## src/rtl/load_store_unit.sv

```systemverilog
`default_nettype none
// ============================================================================
// Module   : load_store_unit
// Purpose  : RV64 load/store engine. It takes one core request, checks the
//            funct3 and the alignment, and runs a single doubleword bus
//            transaction with byte strobes and a timeout. Load data is
//            extracted from its lane and sign- or zero-extended.
// Revision : 1.0 - initial release
// Ports    : i_Clock, i_Reset         clock; asynchronous active-high reset
//            i_Start, i_MemRead,
//            i_MemWrite, i_Funct3,
//            i_Addr, i_WriteData      core request (sampled in IDLE)
//            o_Busy, o_Done, o_Fault,
//            o_ReadData               core status and load result
//            o_BusReq, o_BusWe,
//            o_BusAddr, o_BusWdata,
//            o_BusStrb                bus request side
//            i_BusAck, i_BusRdata     bus completion side
// ============================================================================
module load_store_unit #(
  parameter int TIMEOUT = 255
) (
  input  logic        i_Clock,
  input  logic        i_Reset,
  input  logic        i_Start,
  input  logic        i_MemRead,
  input  logic        i_MemWrite,
  input  logic [2:0]  i_Funct3,
  input  logic [63:0] i_Addr,
  input  logic [63:0] i_WriteData,
  output logic        o_Busy,
  output logic        o_Done,
  output logic        o_Fault,
  output logic [63:0] o_ReadData,
  output logic        o_BusReq,
  output logic        o_BusWe,
  output logic [63:0] o_BusAddr,
  output logic [63:0] o_BusWdata,
  output logic [7:0]  o_BusStrb,
  input  logic        i_BusAck,
  input  logic [63:0] i_BusRdata
);

  localparam int CW = $clog2(TIMEOUT + 1);
  // The counter reads TIMEOUT-1 during the last REQ cycle that may still
  // accept an ack.
  localparam logic [CW-1:0] c_TIMEOUT_LAST = CW'(TIMEOUT - 1);

  localparam logic [1:0] S_IDLE = 2'd0;
  localparam logic [1:0] S_REQ  = 2'd1;
  localparam logic [1:0] S_DONE = 2'd2;

  logic [1:0]    r_state;
  logic [CW-1:0] r_count;
  logic          r_we;
  logic          r_fault;
  logic [2:0]    r_funct3;
  logic [2:0]    r_off;
  logic [60:0]   r_addr_dw;
  logic [7:0]    r_strb;
  logic [63:0]   r_wdata;
  logic [63:0]   r_rdata;

  // Request decode, evaluated on the live inputs while in IDLE.
  logic [1:0]  w_size;
  logic        w_one_op;
  logic        w_f3_ok;
  logic        w_misalign;
  logic        w_req_fault;
  logic [7:0]  w_mask8;
  logic [63:0] w_mask64;
  logic [7:0]  w_strb;
  logic [63:0] w_wdata;
  logic [63:0] w_lane;
  logic [63:0] w_load_ext;

  assign w_size      = i_Funct3[1:0];
  assign w_one_op    = i_MemRead ^ i_MemWrite;
  // Stores have no unsigned variants; for loads only 111 is undefined.
  assign w_f3_ok     = i_MemWrite ? ~i_Funct3[2] : (i_Funct3 != 3'b111);
  assign w_req_fault = ~w_f3_ok | w_misalign;

  always_comb begin
    w_misalign = 1'b0;
    w_mask8    = 8'h01;
    w_mask64   = 64'h0000_0000_0000_00FF;
    case (w_size)
      2'd1: begin
        w_misalign = i_Addr[0];
        w_mask8    = 8'h03;
        w_mask64   = 64'h0000_0000_0000_FFFF;
      end
      2'd2: begin
        w_misalign = |i_Addr[1:0];
        w_mask8    = 8'h0F;
        w_mask64   = 64'h0000_0000_FFFF_FFFF;
      end
      2'd3: begin
        w_misalign = |i_Addr[2:0];
        w_mask8    = 8'hFF;
        w_mask64   = 64'hFFFF_FFFF_FFFF_FFFF;
      end
      default: begin
        w_misalign = 1'b0;
        w_mask8    = 8'h01;
        w_mask64   = 64'h0000_0000_0000_00FF;
      end
    endcase
  end

  // Aligned accesses never cross the doubleword, so nothing shifts out.
  assign w_strb  = w_mask8 << i_Addr[2:0];
  assign w_wdata = (i_WriteData & w_mask64) << {i_Addr[2:0], 3'b000};

  // Load extraction uses the latched offset/funct3, not the live inputs.
  assign w_lane = i_BusRdata >> {r_off, 3'b000};

  always_comb begin
    w_load_ext = w_lane;
    case (r_funct3)
      3'b000:  w_load_ext = {{56{w_lane[7]}},  w_lane[7:0]};
      3'b001:  w_load_ext = {{48{w_lane[15]}}, w_lane[15:0]};
      3'b010:  w_load_ext = {{32{w_lane[31]}}, w_lane[31:0]};
      3'b100:  w_load_ext = {56'd0, w_lane[7:0]};
      3'b101:  w_load_ext = {48'd0, w_lane[15:0]};
      3'b110:  w_load_ext = {32'd0, w_lane[31:0]};
      default: w_load_ext = w_lane;
    endcase
  end

  always_ff @(posedge i_Clock or posedge i_Reset) begin
    if (i_Reset) begin
      r_state   <= S_IDLE;
      r_count   <= '0;
      r_we      <= 1'b0;
      r_fault   <= 1'b0;
      r_funct3  <= 3'd0;
      r_off     <= 3'd0;
      r_addr_dw <= '0;
      r_strb    <= 8'd0;
      r_wdata   <= 64'd0;
      r_rdata   <= 64'd0;
    end else begin
      case (r_state)
        S_IDLE: begin
          if (i_Start && w_one_op) begin
            r_we      <= i_MemWrite;
            r_funct3  <= i_Funct3;
            r_off     <= i_Addr[2:0];
            r_addr_dw <= i_Addr[63:3];
            r_strb    <= w_strb;
            r_wdata   <= i_MemWrite ? w_wdata : 64'd0;
            r_count   <= '0;
            r_fault   <= w_req_fault;
            // Bad requests skip the bus entirely.
            r_state   <= w_req_fault ? S_DONE : S_REQ;
          end
        end
        S_REQ: begin
          if (i_BusAck) begin
            if (!r_we) begin
              r_rdata <= w_load_ext;
            end
            r_state <= S_DONE;
          end else begin
            r_count <= r_count + 1'b1;
            if (r_count == c_TIMEOUT_LAST) begin
              r_fault <= 1'b1;
              r_state <= S_DONE;
            end
          end
        end
        S_DONE: begin
          r_state <= S_IDLE;
        end
        default: begin
          r_state <= S_IDLE;
        end
      endcase
    end
  end

  // Outputs decode straight from registers, so reset clears them without a clock.
  assign o_Busy     = (r_state == S_REQ) || (r_state == S_DONE);
  assign o_Done     = (r_state == S_DONE);
  assign o_Fault    = (r_state == S_DONE) && r_fault;
  assign o_ReadData = r_rdata;
  assign o_BusReq   = (r_state == S_REQ);
  assign o_BusWe    = (r_state == S_REQ) && r_we;
  assign o_BusStrb  = (r_state == S_REQ) ? r_strb : 8'd0;
  assign o_BusAddr  = {r_addr_dw, 3'b000};
  assign o_BusWdata = r_wdata;

endmodule
`default_nettype wire

```

## config.mk

```make
export PLATFORM = sky130hd
export DESIGN_NAME = load_store_unit
export DESIGN_NICKNAME = d
export VERILOG_FILES = /design/src/rtl/load_store_unit.sv
export SDC_FILE = /design/constraint.sdc
export NUM_CORES = 1
export LEC_CHECK = 0
export BUFFER_PORTS_ARGS = -buffer_cell sky130_fd_sc_hd__buf_2
export CAP_MARGIN = 20
export CORE_AREA = 2 2 156 158
export DETAILED_ROUTE_END_ITERATION = 16
export DIE_AREA = 0 0 158 160
export PLACE_DENSITY = 0.84
export SYNTH_ARGS = -nofsm -noshare
export SYNTH_HDL_FRONTEND = slang
export SYNTH_SLANG_ARGS = --single-unit
```

## constraint.sdc

```tcl
create_clock -name i_Clock -period 12.6 [get_ports i_Clock]
set_input_delay 0.63 -clock i_Clock [delete_from_list [all_inputs] [get_ports i_Clock]]
set_output_delay 0.63 -clock i_Clock [all_outputs]
set_load 0.02 [all_outputs]
```

Word-level counts from Yosys, hierarchy flattened --
Index checks and enable logic that the tools add are counted.
Cells by class: shift-type cells 3, bitwise gates (word level) 6, reduce and logical (&&, ||, !) cells 14, add/sub/neg operators 1, mux-type cells 19, equality and inequality tests 16
Operators by type and width (number):
- one-hot mux 64 bit (6 select lines) | 1
- one-hot mux 64 bit (3 select lines) | 1
- bitwise AND 64 bit | 1
- 2-to-1 mux 64 bit | 1
- left shift 64 x 6 -> 64 bit | 1
- right shift 64 x 6 -> 64 bit | 1
- 2-to-1 mux 8 bit | 3
- one-hot mux 8 bit (3 select lines) | 1
- one-hot mux 8 bit (2 select lines) | 1
- == test 3 bit, second input constant | 3
- adder 8 x 1 -> 8 bit, second input constant | 1
- == test 8 bit, second input constant | 1
- 2-to-1 mux 2 bit | 4
- left shift 8 x 3 -> 8 bit | 1
- == test 2 bit, second input constant | 3
- AND reduction 3 bit | 2
- == test 2 x 1 -> 1 bit, second input constant | 2
- 2-to-1 mux 1 bit | 4
- inequality test 2 bit, second input constant | 2
- one-hot mux 2 bit (2 select lines) | 1
- AND reduction 2 bit | 2
- AND reduction 4 bit | 1
- == test 3 x 1 -> 1 bit, second input constant | 1
- == test 3 x 2 -> 1 bit, second input constant | 1
- other kinds (15) | 19
Storage, ports and cells: flip-flop bits (word level) 215, output and inout port bits 205

Depth between registers and ports, before layout --
word-level depth 7, gate-level depth with buffers 8, gate-level depth less buffers 7

Worst setup path after synthesis --
OpenSTA, ideal clock, no wires.
kind register -> register, from reg r_state[1], to reg r_rdata[56] (netlist: o_ReadData[56]), stages on the path, launching flop included 9, library setup time 126 ps, path slack 10591 ps, required time 12474 ps, arrival 1883 ps, buffers on the path 2, cells stage by stage dfrtp_1 inv_1 ha_1 nand2_1 or2_2 clkbuf_1 clkbuf_1 a21oi_1 a21oi_4
Between the ends: word-level cells in the longest chain between the ends 2
RTL lines:
- start: declaration | RTL line 53 | logic [1:0] r_state;
- start signal: assignment | RTL line 156 | r_state <= w_req_fault ? S_DONE : S_REQ;
- == test 2 x 1 -> 1 bit
- via o_BusReq | RTL line 35 | output logic o_BusReq,
- AND reduction 3 bit (no line)
- end signal: assignment | RTL line 162 | r_rdata <= w_load_ext;
- end: declaration | RTL line 62 | logic [63:0] r_rdata;
The timed path passes the listed nets, and every way through them passes these cells. A chain may end at the register's enable or synchronous reset.

Worst setup path in the final report --
from reg r_off[1], to reg r_rdata[52] (netlist: o_ReadData[52])
Between the ends: word-level cells in the longest chain between the ends 2
RTL lines:
- start: declaration | RTL line 58 | logic [2:0] r_off;
- start signal: assignment | RTL line 149 | r_off <= i_Addr[2:0];
- right shift 64 x 6 -> 64 bit | RTL line 116 | assign w_lane = i_BusRdata >> {r_off, 3'b000};
- one-hot mux 64 bit (6 select lines) | RTL line 120 | case (r_funct3)
Every way passes these cells.

==> impl_metrics.toml <==
[sta]
fin_crit_sh = 0.228
worst_slack_ns = 9.72
timing.slew.headroom = 0.331
setup-tns-final_ns = 0
tightest_slew_ns = 1.00
grt_setup_unrepaired = "no"
maxSlewViolCount = 0
hold_violations = 0
clock.fmax_mhz = 347
final.setup_skew_ns = 0.00822
period_minus_slack_ns = 2.88
finalSetupViolCount = 0

[global_routing]
grt.overflow.total = 0
track_usage = 0.325
grt_start_max_net_pins = 136
grt_use_met3 = 0.0543
grt_pass1_wl_mm = 64.3
use_met2 = 0.528
met1_usage = 0.429
grt_most_used_layer = "met2"
grt_antenna_before_repair = 0
grt_pass1_vias = 11500

[route]
routed_wl_mm = 41.9
vias = 11900
first_iter_violations = 1349
drt_pre_antenna_iters = 5
antenna_left = 0
drt-wirelength-per-cell_um = 21.0
vias_per_cell = 5.95
drc = 0

[clocking]
clk-insertion-delay-late_ns = 0.52
clockBufferDepth = 3
clock-sinks = 215
clk_pin_slew_ns = 0.06
h-tree-depth = 1
postCtsSetupRepairBufs = 0
clockRootBuffer = "clkbuf_16"
cts_resized = 0
cts_tree = "yes"
numCtsBuffers = 24
holdBufCountCts = 0

[logic_synthesis]
async_flop_share = 1.00
synth_cells = 1325
yosysSeqAreaShare = 0.444
synth-simple-area-share = 0.175
synthAdderAreaFrac = 0.00516
synth_mux_area_frac = 0.126
synth_ff_type = "dfrtp_1"
synth_warnings = 0
synth_seq_cells = 215
yosysUniqueCellTypes = 64
syn_area_um2 = 12100
synth_compound_area_frac = 0.197
synth_top_family_by_area = "compound AO/OA/AOI/OAI gates"
syn_avg_cell_area_um2 = 9.14
synthXorXnorAreaFrac = 0.00434
synth-edff-count = 0

[worst_hold_path]
hold_class = "primary input to asynchronous set/reset pin"

[die]
dieArea_um2 = 25300
rows = 57
coreArea_um2 = 23800
fp.dieW_um = 158
pin_count = 406
die_y_um = 160
start_util = 0.509

[worst_setup_path]
end_kind = "flop"
cp.arrival_ns = 3.24
rr_worst_depth = 6
cp_max_fo = 48
cp-start-kind = "flop"
r2r_slack_ns = 9.72
crit_path_top_delay_cell = "dfrtp_2"
critPathKind = "flop to flop"
required_ns = 12.96
crit_buf_inv = 1
critPathTopFamily = "simple AND/OR/NAND/NOR gates"
max_stage_delay_ns = 0.76
critical_path_depth = 6
path_cells = "buf_4, and4bb_4, a22oi_2, or3_4, and3_4, a31oi_1"

[pwr]
peakVddDrop_v = 0.000141
power_density_nw_per_um2 = 234
power.total_w = 0.00351
power.leakage_nw = 7.54

[layout]
final_nets = 1861
num_antenna_cells = 0
drive_gt1_frac = 0.330
layout.cells.non_filler = 1995
area_growth_pct = 23.9

[place]
place_hpwl_mm = 30.0
place_congestion = 0.984
dp_slack_ns = 9.63
placed_cells = 1951
port_buffers = 402

[status]
outcome = "completed"

[flow_run]
cap_violations = 0
## cell usage in the layout (no fill, tap or decap), types with 24 or more instances in the layout
cell / count
mux2i_1: 59
buf_2: 401
clkbuf_16: 24
nand2_1: 316
dfrtp_1: 213
o21ai_0: 121
a22o_1: 28
mux2_2: 45
a21oi_1: 75
nor2_1: 76
## kinds of logic (layout without fill, tap and decap cells)
logic type      after synthesis  count (layout)
other cells                   1               3
buf+inv                     123             467
compound gates              356             356
mux                         123             123
xor+xnor                      6               6
flops                       215             215
fa+ha+maj                     5               5
simple gates                496             496
## synth_stat cells (3+ instances only)
cell / count / area, um2
a211oi_1: 8 / 60.1
a21o_1: 3 / 22.5
a21oi_1: 75 / 375
a21oi_4: 10 / 163
a221o_1: 11 / 110
a221oi_1: 4 / 35.0
a22o_1: 28 / 245
a22oi_1: 12 / 90.1
a31oi_1: 20 / 125
a31oi_2: 3 / 37.5
a32o_1: 3 / 30.0
a32oi_1: 16 / 140
and2_1: 12 / 75.1
and3_1: 8 / 50.1
buf_1: 9 / 33.8
buf_2: 23 / 115
buf_4: 7 / 52.6
buf_6: 6 / 67.6
clkbuf_1: 68 / 255
dfrtp_1: 215 / 5380
ha_1: 5 / 62.6
inv_1: 9 / 33.8
mux2_2: 45 / 507
mux2i_1: 59 / 591
mux4_2: 19 / 428
nand2_1: 316 / 1190
nand2b_1: 10 / 62.6
nand3_1: 21 / 105
nand3b_1: 3 / 22.5
nand4_1: 3 / 18.8
nor2_1: 77 / 289
nor2b_1: 15 / 93.8
nor3_1: 14 / 70.1
o211ai_1: 3 / 22.5
o21ai_0: 121 / 606
o221ai_1: 4 / 35.0
o22a_1: 15 / 131
o31ai_1: 9 / 67.6
or2_2: 3 / 18.8
xnor2_1: 5 / 43.8
## sequential cells by signal (all words and copies together), names as in the netlist
signal / cells
o_BusWdata: 64
r_off: 3
r_strb: 8
r_we: 1
o_ReadData: 64
r_addr_dw: 61
r_state: 2
r_fault: 1
r_funct3: 3
r_count: 8
## worst register-to-register path: cells and delay by family (launching register included)
kind | cells | cell delay (ns)
and+or+nand+nor | 3 | 0.98
DFF | 1 | 0.76
AOI/OAI and AO/OA | 2 | 0.36
buffers and inverters | 1 | 0.61
## report_power, final
part           total [W]  leakage (nW)  switching, W  internal (W)
clock network   0.000748         0.402      0.000299      0.000449
logic            0.00162          4.37       0.00104      0.000579
registers        0.00114          2.76      0.000182      0.000956
## layer usage
layer / share of wire / vias to the layer above
met1: 0.38 / 5645
met5: 0 / -
met2: 0.48 / 752
li1: - / 5357
met4: 0.048 / 0
met3: 0.098 / 125
## worst paths after layout
kind,startpoint,endpoint
worst max register to register,r_off[1],o_ReadData[52]
worst max-delay path,r_off[1],o_ReadData[52]
worst min register to register,r_addr_dw[24],r_addr_dw[24]
worst min-delay path,i_Reset,r_addr_dw[0]
min in group i_Clock,i_Addr[46],r_addr_dw[43]
max in group asynchronous,i_Reset,o_BusWdata[61]
## per-stage QoR
| step | area, um2 | hold slack (ns) | utilization |
|---|---|---|---|
| floorplan | 12100 | 0.436 | - |
| global placement | 14100 | 0.453 | 0.593 |
| detailed placement | 14100 | 0.456 | 0.593 |
| CTS | 15000 | 0.277 | 0.628 |
| global route | 15000 | 0.278 | 0.630 |
| finish | 15000 | 0.260 | 0.630 |
## final cells by class
class | instances | area, um2
clock buffers | 28 | 646
fillers | 2104 | 8810
clock inverters | 14 | 191
flip-flops and latches | 215 | 5380
repair buffers | 416 | 2160
inverters | 9 | 41.3
well taps | 324 | 405
multi-input cells | 989 | 6190
Note: power is estimated with default switching activity, not from simulation.
